==> config.mk <==
export PLATFORM = sky130hd
export DESIGN_NAME = mcu_seq
export DESIGN_NICKNAME = d
export VERILOG_FILES = /design/src/rtl/mcu_seq.sv
export SDC_FILE = /design/constraint.sdc
export NUM_CORES = 1
export LEC_CHECK = 0
export CAP_MARGIN = 15
export CORE_ASPECT_RATIO = 1.75
export CORE_MARGIN = 10
export CORE_UTILIZATION = 45
export DETAILED_ROUTE_END_ITERATION = 8
export PLACE_DENSITY = 0.71
export SYNTH_ARGS = -nofsm -noshare
export SYNTH_HDL_FRONTEND = slang
export SYNTH_SLANG_ARGS = --single-unit
==> constraint.sdc <==
create_clock -name clk -period 2.5 [get_ports clk]
set_input_delay 0.375 -clock clk [delete_from_list [all_inputs] [get_ports clk]]
set_output_delay 0.375 -clock clk [all_outputs]
set_load 0.01 [all_outputs]
==> src/rtl/mcu_seq.sv <==
// Phase sequencer ahead of the memory control unit: drives phase code {o_eop,o_sop}
// and column-block strobes. Optional stall watchdog enabled by MCU_SEQ_TIMEOUT_EN.
module mcu_seq #(
  parameter int IMG_H       = 8,
  parameter int BLK_W       = 10,
  parameter int PROC_CYCLES = 16,
  parameter int TIMEOUT     = 1024
) (
  input  logic             clk,
  input  logic             rst,
  input  logic             i_cmd_valid,
  input  logic [1:0]       i_cmd,
  input  logic [BLK_W-1:0] i_blocks,
  output logic             o_cmd_ready,
  input  logic             i_data_valid,
  output logic             o_data_ready,
  output logic             o_out_valid,
  input  logic             i_out_ready,
  output logic             o_sop,
  output logic             o_eop,
  output logic             o_chblk,
  output logic             o_done,
  output logic             o_err
);
  // State encoding doubles as the phase code {o_eop, o_sop}.
  localparam logic [1:0] S_IDLE = 2'b11;
  localparam logic [1:0] S_LOAD = 2'b00;
  localparam logic [1:0] S_PROC = 2'b01;
  localparam logic [1:0] S_OUT  = 2'b10;

  localparam int RW = (IMG_H > 1) ? $clog2(IMG_H) : 1;
  localparam int PW = (PROC_CYCLES > 1) ? $clog2(PROC_CYCLES) : 1;

  logic [1:0]       state;
  logic [RW-1:0]    row;
  logic [BLK_W-1:0] blk, blocks;
  logic [PW-1:0]    pcnt;
  logic             xfer, row_last, blk_last;

  assign o_sop        = state[0];
  assign o_eop        = state[1];
  assign o_cmd_ready  = (state == S_IDLE);
  assign o_data_ready = (state == S_LOAD);
  assign o_out_valid  = (state == S_OUT);

  assign xfer     = (state == S_LOAD && i_data_valid) || (state == S_OUT && i_out_ready);
  assign row_last = (row == RW'(IMG_H - 1));
  assign blk_last = (blk == blocks - BLK_W'(1));

`ifdef MCU_SEQ_TIMEOUT_EN
  localparam int SW = (TIMEOUT > 1) ? $clog2(TIMEOUT) : 1;
  logic [SW-1:0] stall;
`else
  assign o_err = 1'b0;
`endif

  always_ff @(posedge clk or negedge rst) begin
    if (!rst) begin
      state   <= S_IDLE;
      row     <= '0;
      blk     <= '0;
      blocks  <= '0;
      pcnt    <= '0;
      o_chblk <= 1'b0;
      o_done  <= 1'b0;
`ifdef MCU_SEQ_TIMEOUT_EN
      stall   <= '0;
      o_err   <= 1'b0;
`endif
    end else begin
      o_chblk <= 1'b0;
      o_done  <= 1'b0;
      case (state)
        S_IDLE: if (i_cmd_valid) begin
`ifdef MCU_SEQ_TIMEOUT_EN
          o_err <= 1'b0;
          stall <= '0;
`endif
          case (i_cmd)
            2'b00, 2'b10: begin
              if (i_blocks != '0) begin
                blocks <= i_blocks;
                state  <= (i_cmd == 2'b00) ? S_LOAD : S_OUT;
                row    <= '0;
                blk    <= '0;
              end else begin
                o_done <= 1'b1;
              end
            end
            2'b01: begin
              state <= S_PROC;
              pcnt  <= '0;
            end
            default: ;
          endcase
        end
        S_LOAD, S_OUT: begin
          if (xfer) begin
`ifdef MCU_SEQ_TIMEOUT_EN
            stall <= '0;
`endif
            if (row_last) begin
              row <= '0;
              if (blk_last) begin
                blk    <= '0;
                state  <= S_IDLE;
                o_done <= 1'b1;
              end else begin
                blk     <= blk + BLK_W'(1);
                o_chblk <= 1'b1;
              end
            end else begin
              row <= row + RW'(1);
            end
          end
`ifdef MCU_SEQ_TIMEOUT_EN
          // This cycle's stall brings the count to TIMEOUT-1: abort without o_done.
          else if (stall == SW'(TIMEOUT - 2)) begin
            stall <= '0;
            row   <= '0;
            blk   <= '0;
            state <= S_IDLE;
            o_err <= 1'b1;
          end else begin
            stall <= stall + SW'(1);
          end
`endif
        end
        S_PROC: begin
          if (pcnt == PW'(PROC_CYCLES - 1)) begin
            pcnt   <= '0;
            state  <= S_IDLE;
            o_done <= 1'b1;
          end else begin
            pcnt <= pcnt + PW'(1);
          end
        end
        default: state <= S_IDLE;
      endcase
    end
  end
endmodule

### Word-level counts from Yosys, hierarchy flattened

Cells that the tools add are included.

* register bits after elaboration: 31
* output and inout bits: 8
* input port bits: 17

* equal/unequal tests: 18
* $add $sub $neg: 4
* multiplexer cells: 38
* reduce and logical (&&, ||, !) cells: 15

Operators by type and width (count)
* 2-to-1 mux 10 bit: 6
* one-hot mux 10 bit (2 select lines): 1
* 2-to-1 mux 3 bit: 5
* 2-to-1 mux 2 bit: 7
* 2-to-1 mux 4 bit: 3
* 2-to-1 mux 1 bit: 11
* adder 10 x 1 -> 10 bit (second input constant): 1
* equality test 10 bit: 1
* inequality test 2 bit (second input constant): 5
* nonzero test 10 bit: 1
* subtractor 10 x 1 -> 10 bit (second input constant): 1
* one-hot mux 4 bit (2 select lines): 1
* AND reduction 7 bit: 1
* equality test 2 bit (second input constant): 3
* inequality test 2 x 1 -> 1 bit (second input constant): 3
* one-hot mux 2 bit (3 select lines): 1
* one-hot mux 3 bit (2 select lines): 1
* AND reduction 6 bit: 1
* AND reduction 5 bit: 1
* adder 4 x 1 -> 4 bit (second input constant): 1
* equality test 2 x 1 -> 1 bit (second input constant): 2
* equality test 4 bit (second input constant): 1
* logical NOT 2 bit: 2
* one-hot mux 2 bit (2 select lines): 1
* 11 further kinds: 14

### Logic depth before layout (Yosys ltp)

Gate-level depths: netlist of run 1.

* depth in word-level cells: 6
* gate-level depth with buffers: 9

### Least setup slack after synthesis of run 1

OpenSTA, ideal clock, no wires.

* kind: register to register
* from: reg blocks[0]
* to: reg blk[2]
* path slack: 0.398 ns
* required time: 2.360 ns
* data arrival time: 1.962 ns
* stages on the path, launching flop included: 9
* buffers on the path: 0
* cell sequence: dfrtp_1 > inv_1 > ha_1 > nor2b_1 > a31oi_1 > nor4_2 > nand3_2 > nor4b_4 > nor3_1

* longest elaborated chain between the ends: 6

RTL lines
* from (decl): line 36 `logic [BLK_W-1:0] blk, blocks;`
* from (signal assigned): line 82 `blocks <= i_blocks;`
* subtractor 10 x 1 -> 10 bit: line 48 `assign blk_last = (blk == blocks - BLK_W'(1));`
* equality test 10 bit: line 48
* 2-to-1 mux 10 bit: line 104 `if (blk_last) begin`
* 2-to-1 mux 10 bit: line 102 `if (row_last) begin`
* 2-to-1 mux 10 bit: line 98 `if (xfer) begin`
* one-hot mux 10 bit (2 select lines): line 73 `case (state)`
* to (signal assigned): line 109 `blk <= blk + BLK_W'(1);`
* to (decl): line 36

Every way passes these cells. The select of a mux whose other input is x is not followed.
A chain may end at the register's enable or synchronous reset.

### Final worst setup path of run 1

* from: reg state[0]
* to: out o_cmd_ready

* longest elaborated chain between the ends: 1

RTL lines
* from (decl): line 34 `logic [1:0] state;`
* from (signal assigned): line 83 `state <= (i_cmd == 2'b00) ? S_LOAD : S_OUT;`
* equality test 2 bit: line 42 `assign o_cmd_ready = (state == S_IDLE);`
* to (decl): line 14 `output logic o_cmd_ready,`

Every way passes these cells.

==> impl_metrics.ini, run 1 <==
[timing]
fin_crit_sh_pct = 89.55
max_freq_mhz = 446.7
rsz0062_at_grt = false
setup_viol = 0
clock_skew_ns = 0.007670
worstMarginPinSlew_ns = 0.5300
drv_slew = 0
fin_crit_ns = 2.239
relSlewSlack_pct = 64.34
hold_viol_final = 0
fin_tns_setup_ns = 0

[grt]
overflow = 0
grt_max_degree = 32
grt_pass1_wl_um = 7886
grt_pass1_vias = 1791
grt_use_total_pct = 12.61
antenna_found_initial = 0

[power]
peakVddDrop_mv = 0.3584
switching_share_pct = 26.93
pwr_density_cell_nw_per_um2 = 575.0
clkPwrFrac_pct = 38.3
power.leakage_nw = 1.028
combPwrFrac_pct = 18.8
seqPwrFrac_pct = 42.9
p_int_w = 0.0009998
power.switching_w = 0.0003685
total_power_w = 0.001368

[placement]
portBuffers = 23
place_congestion = 0.8191
placedCellCount = 288
place_hpwl_um = 3456

[critical_path]
timing.rr.start = blocks[1]$_DFFE_PN0P_
crit_path_max_fanout = 15
reg2reg_depth = 9
arrival_ns = 1.86
timing.rr.end = blk[7]$_DFFE_PN0P_
start_kind = flop
r2r_slack_ns = 0.31
crit_type = flop to output port
end_kind = output port
cp.required_ns = 2.12

[route]
postRouteAntennaNets = 0
wl_um = 4575
drc = 0
vias = 1690
dr.pass1.iters = 6
viasPerCell = 5.709
drt_iter0_drc = 79
avgRoutedWirePerCell_um = 15.46

[yosys]
synthFlopType = dfrtp_1
synthArstFlopShare_pct = 100.0
ys_seq_area_share_pct = 39.90
syn_nets = 240
avgSynthCellArea_um2 = 8.948
synth_area_um2 = 1951
synthCells = 218
synth_edf_count = 0
synth_cell_types = 51
yosys_warnings = 0
ys_seq_elements = 31

[cells_and_area]
final_cell_mix = nand2_1, dfrtp_1, clkdlybuf4s50_1, nand3_1, o21ai_0
instances_no_fill = 296
final_common_cell = nand2_1
fin_nets = 268
drive_above_1_share_pct = 13.36
fillers = 397
num_antenna_cells = 0
area_growth_pct = 22.00

[die]
pin_count = 25
die_x_um = 69.77
initial_core_util_pct = 47.00
die_h_um = 107.1
rows = 31
die_area_um2 = 7472
core_area_um2 = 4150

[clock_tree]
cts_resized = 0
clk_path_buf_depth = 2
cts_setup_buffers = 0
numCtsBuffers = 5
insertion_delay_ns = 0.29
clockRootBuffer = clkbuf_8
path_clk_slew_ns = 0.07
htreeDepth = 2
cts_hold_buf = 0
clkSinkCount = 31
cts_tree = built

[hold_path]
hold_class = primary input to asynchronous set/reset pin

[job]
maxCapViolCount = 0

[outcome]
status = finished, final reports clean
==> worst max path at each step <==
stage                    endpoint  slack (ns)                   from
3_5_place_dp   row[2]$_DFFE_PN0P_        0.08            i_blocks[5]
6_report              o_cmd_ready        0.26   state[0]$_DFFE_PN1P_
4_1_cts        blk[5]$_DFFE_PN0P_        0.17  blocks[1]$_DFFE_PN0P_
2_1_floorplan  blk[2]$_DFFE_PN0P_        0.40  blocks[0]$_DFFE_PN0P_
3_3_place_gp   row[2]$_DFFE_PN0P_        0.12            i_blocks[5]
5_1_grt        blk[8]$_DFFE_PN0P_         0.1  blocks[1]$_DFFE_PN0P_
==> cells in the mapped netlist, types with 2 or more instances <==
library cell	number	area share [%]
xor2_1	9	4.0
nor2_1	7	1.3
nor2b_1	8	2.6
nor4_1	3	0.96
o22ai_1	2	0.64
dfrtp_1	29	37
clkbuf_1	8	1.5
dfstp_2	2	2.7
xnor2_1	8	3.6
inv_1	9	1.7
o31ai_1	2	0.77
nand3_1	15	3.8
nor3_2	2	1.0
and3_1	4	1.3
nor3_4	2	1.7
nor3_1	10	2.6
mux2_2	3	1.7
ha_1	5	3.2
o21ai_0	12	3.1
nand2_1	35	6.7
nand2b_1	3	0.96
o21a_1	2	0.77
and2_1	2	0.64
a31oi_1	2	0.64
a22o_1	2	0.90
nand4_1	5	1.6
a21oi_1	3	0.77
==> cells by family (layout without fill, tap and decap cells) <==
logic type / count (synthesis) / after routing / synth area share (%)
and+or+nand+nor: 106 / 106 / 30.53
DFF: 31 / 31 / 39.90
other: 1 / 1 / 0.1922
muxes: 4 / 4 / 2.245
buffers and inverters: 19 / 48 / 3.913
adders and majority gates: 5 / 5 / 3.207
AOI/OAI and AO/OA: 35 / 35 / 12.38
xor gates and xnor gates: 17 / 17 / 7.633
==> worst max-delay path: stages, from the launching register on <==
cell             delay, ns
dfstp_2               0.59
buf_4                 0.23
nand2_1               0.09
inv_1                 0.11
clkdlybuf4s50_1       0.55
==> flip-flops by register name, indices dropped and copies added (netlist names) <==
register / cells
state: 2
pcnt: 4
blk: 10
o_done: 1
row: 3
o_chblk: 1
blocks: 10
==> power groups by stage <==
stage                     registers [W]  logic (W)  clock network [W]
after global placement         0.000596   0.000249                  0
after global routing           0.000595   0.000298           0.000550
final                          0.000587   0.000257           0.000524
after CTS                      0.000587   0.000262           0.000527
after floorplan                0.000588   0.000175                  0
after detailed placement       0.000596   0.000260                  0
==> cell type report <==
cell class                      count  area (um^2)  area share, %
Multi-Input combinational cell    168         1099          46.16
Sequential cell                    31        778.2          32.70
Timing Repair Buffer               31        290.3          12.20
Clock buffer                        6        82.58          3.470
Tap cell                           49        61.31          2.576
Clock inverter                      2        35.03          1.472
Inverter                            9        33.78          1.420
==> through the flow <==
| stage | util, % | setup WS (ns) | cell area (um^2) | hold WS (ns) |
|---|---|---|---|---|
| after floorplan | - | 0.3983 | 1951 | 0.07941 |
| after global placement | 54.45 | 0.1229 | 2260 | 0.4869 |
| after detailed placement | 54.45 | 0.08200 | 2260 | 0.4909 |
| after CTS | 57.28 | 0.1662 | 2377 | 0.5000 |
| after global routing | 57.34 | 0.09631 | 2380 | 0.5293 |
| final | 57.34 | 0.2613 | 2380 | 0.4688 |
==> routing by layer <==
layer  GRT usage [%]  vias up  part of all wire, %
li1                -      818                    -
met1           12.76      810                   41
met2           22.82       42                   52
met3           3.232       20                  4.2
met4           6.941        0                  3.1
met5               0        -                    0
Power figures use the tool's default switching activity.
==> run 2: changes to the inputs <==
- CAP_MARGIN: 15 -> 20
==> results of run 2 <==
Final layout, timing and power as in run 1 (identical DEF).
==> run 3: changes to the inputs <==
--- a/config.mk
+++ b/config.mk
@@ -8,8 +8,9 @@
 export CAP_MARGIN = 20
 export CORE_ASPECT_RATIO = 1.75
-export CORE_MARGIN = 10
+export CORE_MARGIN = 2
 export CORE_UTILIZATION = 45
 export DETAILED_ROUTE_END_ITERATION = 8
-export PLACE_DENSITY = 0.71
+export DONT_BUFFER_PORTS = 1
+export PLACE_DENSITY = 0.64
 export SYNTH_ARGS = -nofsm -noshare
 export SYNTH_HDL_FRONTEND = slang
==> constraint.sdc (replaced) <==
create_clock -name clk -period 2.5 [get_ports clk]
set_input_delay 0.375 -clock clk [delete_from_list [all_inputs] [get_ports clk]]
set_output_delay 0.375 -clock clk [all_outputs]
set_load 0.05 [all_outputs]
==> impl_metrics.ini, run 3 (synthesized netlist as in run 1, its figures left out) <==
[timing]
drv_slew = 0
worstMarginPinSlew_ns = 0.7115
fin_crit_ns = 2.172
relSlewSlack_pct = 52.57
fin_tns_setup_ns = 0
fin_crit_sh_pct = 86.87
hold_viol_final = 0
clock_skew_ns = 0.005110
fin_ws_ns = 0.3283
setup_viol = 0
max_freq_mhz = 460.5
rsz0062_at_grt = false

[grt]
grt_max_degree = 32
top_usage_layer = met2
met2_usage_pct = 34.76
grt_use_met1_pct = 23.88
met3_usage_pct = 4.441
grt_pass1_wl_um = 7369
grt_pass1_vias = 1575
overflow = 0
grt_use_total_pct = 20.71
antenna_found_initial = 0

[die]
core_area_um2 = 4150
rows = 31
die_x_um = 53.77
die_h_um = 91.10
pin_count = 25
die_area_um2 = 4898
initial_core_util_pct = 47.00

[route]
vias = 1569
drc = 0
avgRoutedWirePerCell_um = 15.90
wl_um = 4373
postRouteAntennaNets = 0
dr.pass1.iters = 4
viasPerCell = 5.705
drt_iter0_drc = 40

[critical_path]
crit_family = simple AND/OR/NAND/NOR gates
arrival_ns = 2.40
crit_path_max_fanout = 6
crit_start = blocks[0]$_DFFE_PN0P_
timing.rr.start = blocks[0]$_DFFE_PN0P_
cpPeakStageDelay_ns = 0.48
end_kind = flop
cp.buffers_inverters = 1
crit_chain = inv_1, ha_1, nor2b_2, a31oi_1, nor4_2, nand3_2, nor4b_1, o21a_1
cp.required_ns = 2.73
crit_type = flop to flop
start_kind = flop
slowest_stage = nor4b_1

[cells_and_area]
drive_above_1_share_pct = 14.60
post-route-util_pct = 51.73
final_cell_mix = nand2_1, dfrtp_1, nand3_1, o21ai_0, nor3_1
num_antenna_cells = 0
area_growth_pct = 10.07
final_common_cell = nand2_1
largest_registers = blk: 10 flops, blocks: 10 flops, pcnt: 4 flops
fin_nets = 247

[clock_tree]
numCtsBuffers = 5
clockRootBuffer = clkbuf_8
path_clk_slew_ns = 0.07
clk_path_buf_depth = 2
cts_tree = built
clkSinkCount = 31
htreeDepth = 2
insertion_delay_ns = 0.29

[hold_path]
min_from = i_blocks[9]
hold_class = primary input to flop

[power]
peakVddDrop_mv = 0.4395
pwr_density_cell_nw_per_um2 = 563.0
power.leakage_nw = 0.9377

[placement]
place_congestion = 0.8376
place_hpwl_um = 3256
dp_slack_ns = 0.1179
portBuffers = 0

[job]
maxCapViolCount = 0

[outcome]
status = finished, final reports clean
## run 3: cell count changes in the layout (fill, tap and decap cells not counted), sizes merged
cell	change
bufinv	-1
clkinvlp	+1
clkdlybuf4s50	-23
dlygate4sd3	+1
buf	+1
## run 3: worst paths after layout
kind,cells past startpoint,slack [ns],to
worst max-delay path,8,0.33,state[0]$_DFFE_PN1P_
max in group asynchronous,2,1.74,state[0]$_DFFE_PN1P_
worst min register to register,2,0.50,blocks[9]$_DFFE_PN0P_
worst min-delay path,2,0.19,blocks[9]$_DFFE_PN0P_
worst max register to register,8,0.33,state[0]$_DFFE_PN1P_
min in group asynchronous,2,0.52,blocks[8]$_DFFE_PN0P_
## run 3: routing by layer
metal	vias to the layer above	wire length, um
met4	0	135
met1	754	1696
met3	9	171
li1	775	-
met5	-	0
met2	31	2370
## run 3: timing repair
action | 4_1_cts | 5_1_grt
setup buffers | 0 | 1
setup endpoints to repair | 0 | 12
endpoints found under the hold margin | 31 | 0
hold buffers | 2 | 0
resized for setup | 0 | 2
## run 3: layout make-up
cell class | instances | area (um^2)
Clock inverter | 2 | 12.51
Timing Repair Buffer | 10 | 90.09
Sequential cell | 31 | 778.2
Inverter | 9 | 33.78
Clock buffer | 6 | 72.57
Multi-Input combinational cell | 168 | 1099
Tap cell | 49 | 61.31
Fill cell | 386 | 2003
## run 3: stage by stage
step           hold WS [ns]  cell area [um^2]  total power (W)  instances
2_1_floorplan       0.07941              1951        0.0007740        218
3_3_place_gp        0.08002              2022        0.0008105        264
3_5_place_dp        0.07999              2022        0.0008187        264
4_1_cts              0.1855              2137         0.001222        274
5_1_grt              0.2025              2147         0.001290        275
6_report             0.1904              2147         0.001209        275
## run 3: where the power goes
group	switching (W)	internal [W]
Sequential	0.0000517	0.000548
Clock	0.000195	0.000194
Combinational	0.000115	0.000105
Total	0.000361	0.000847
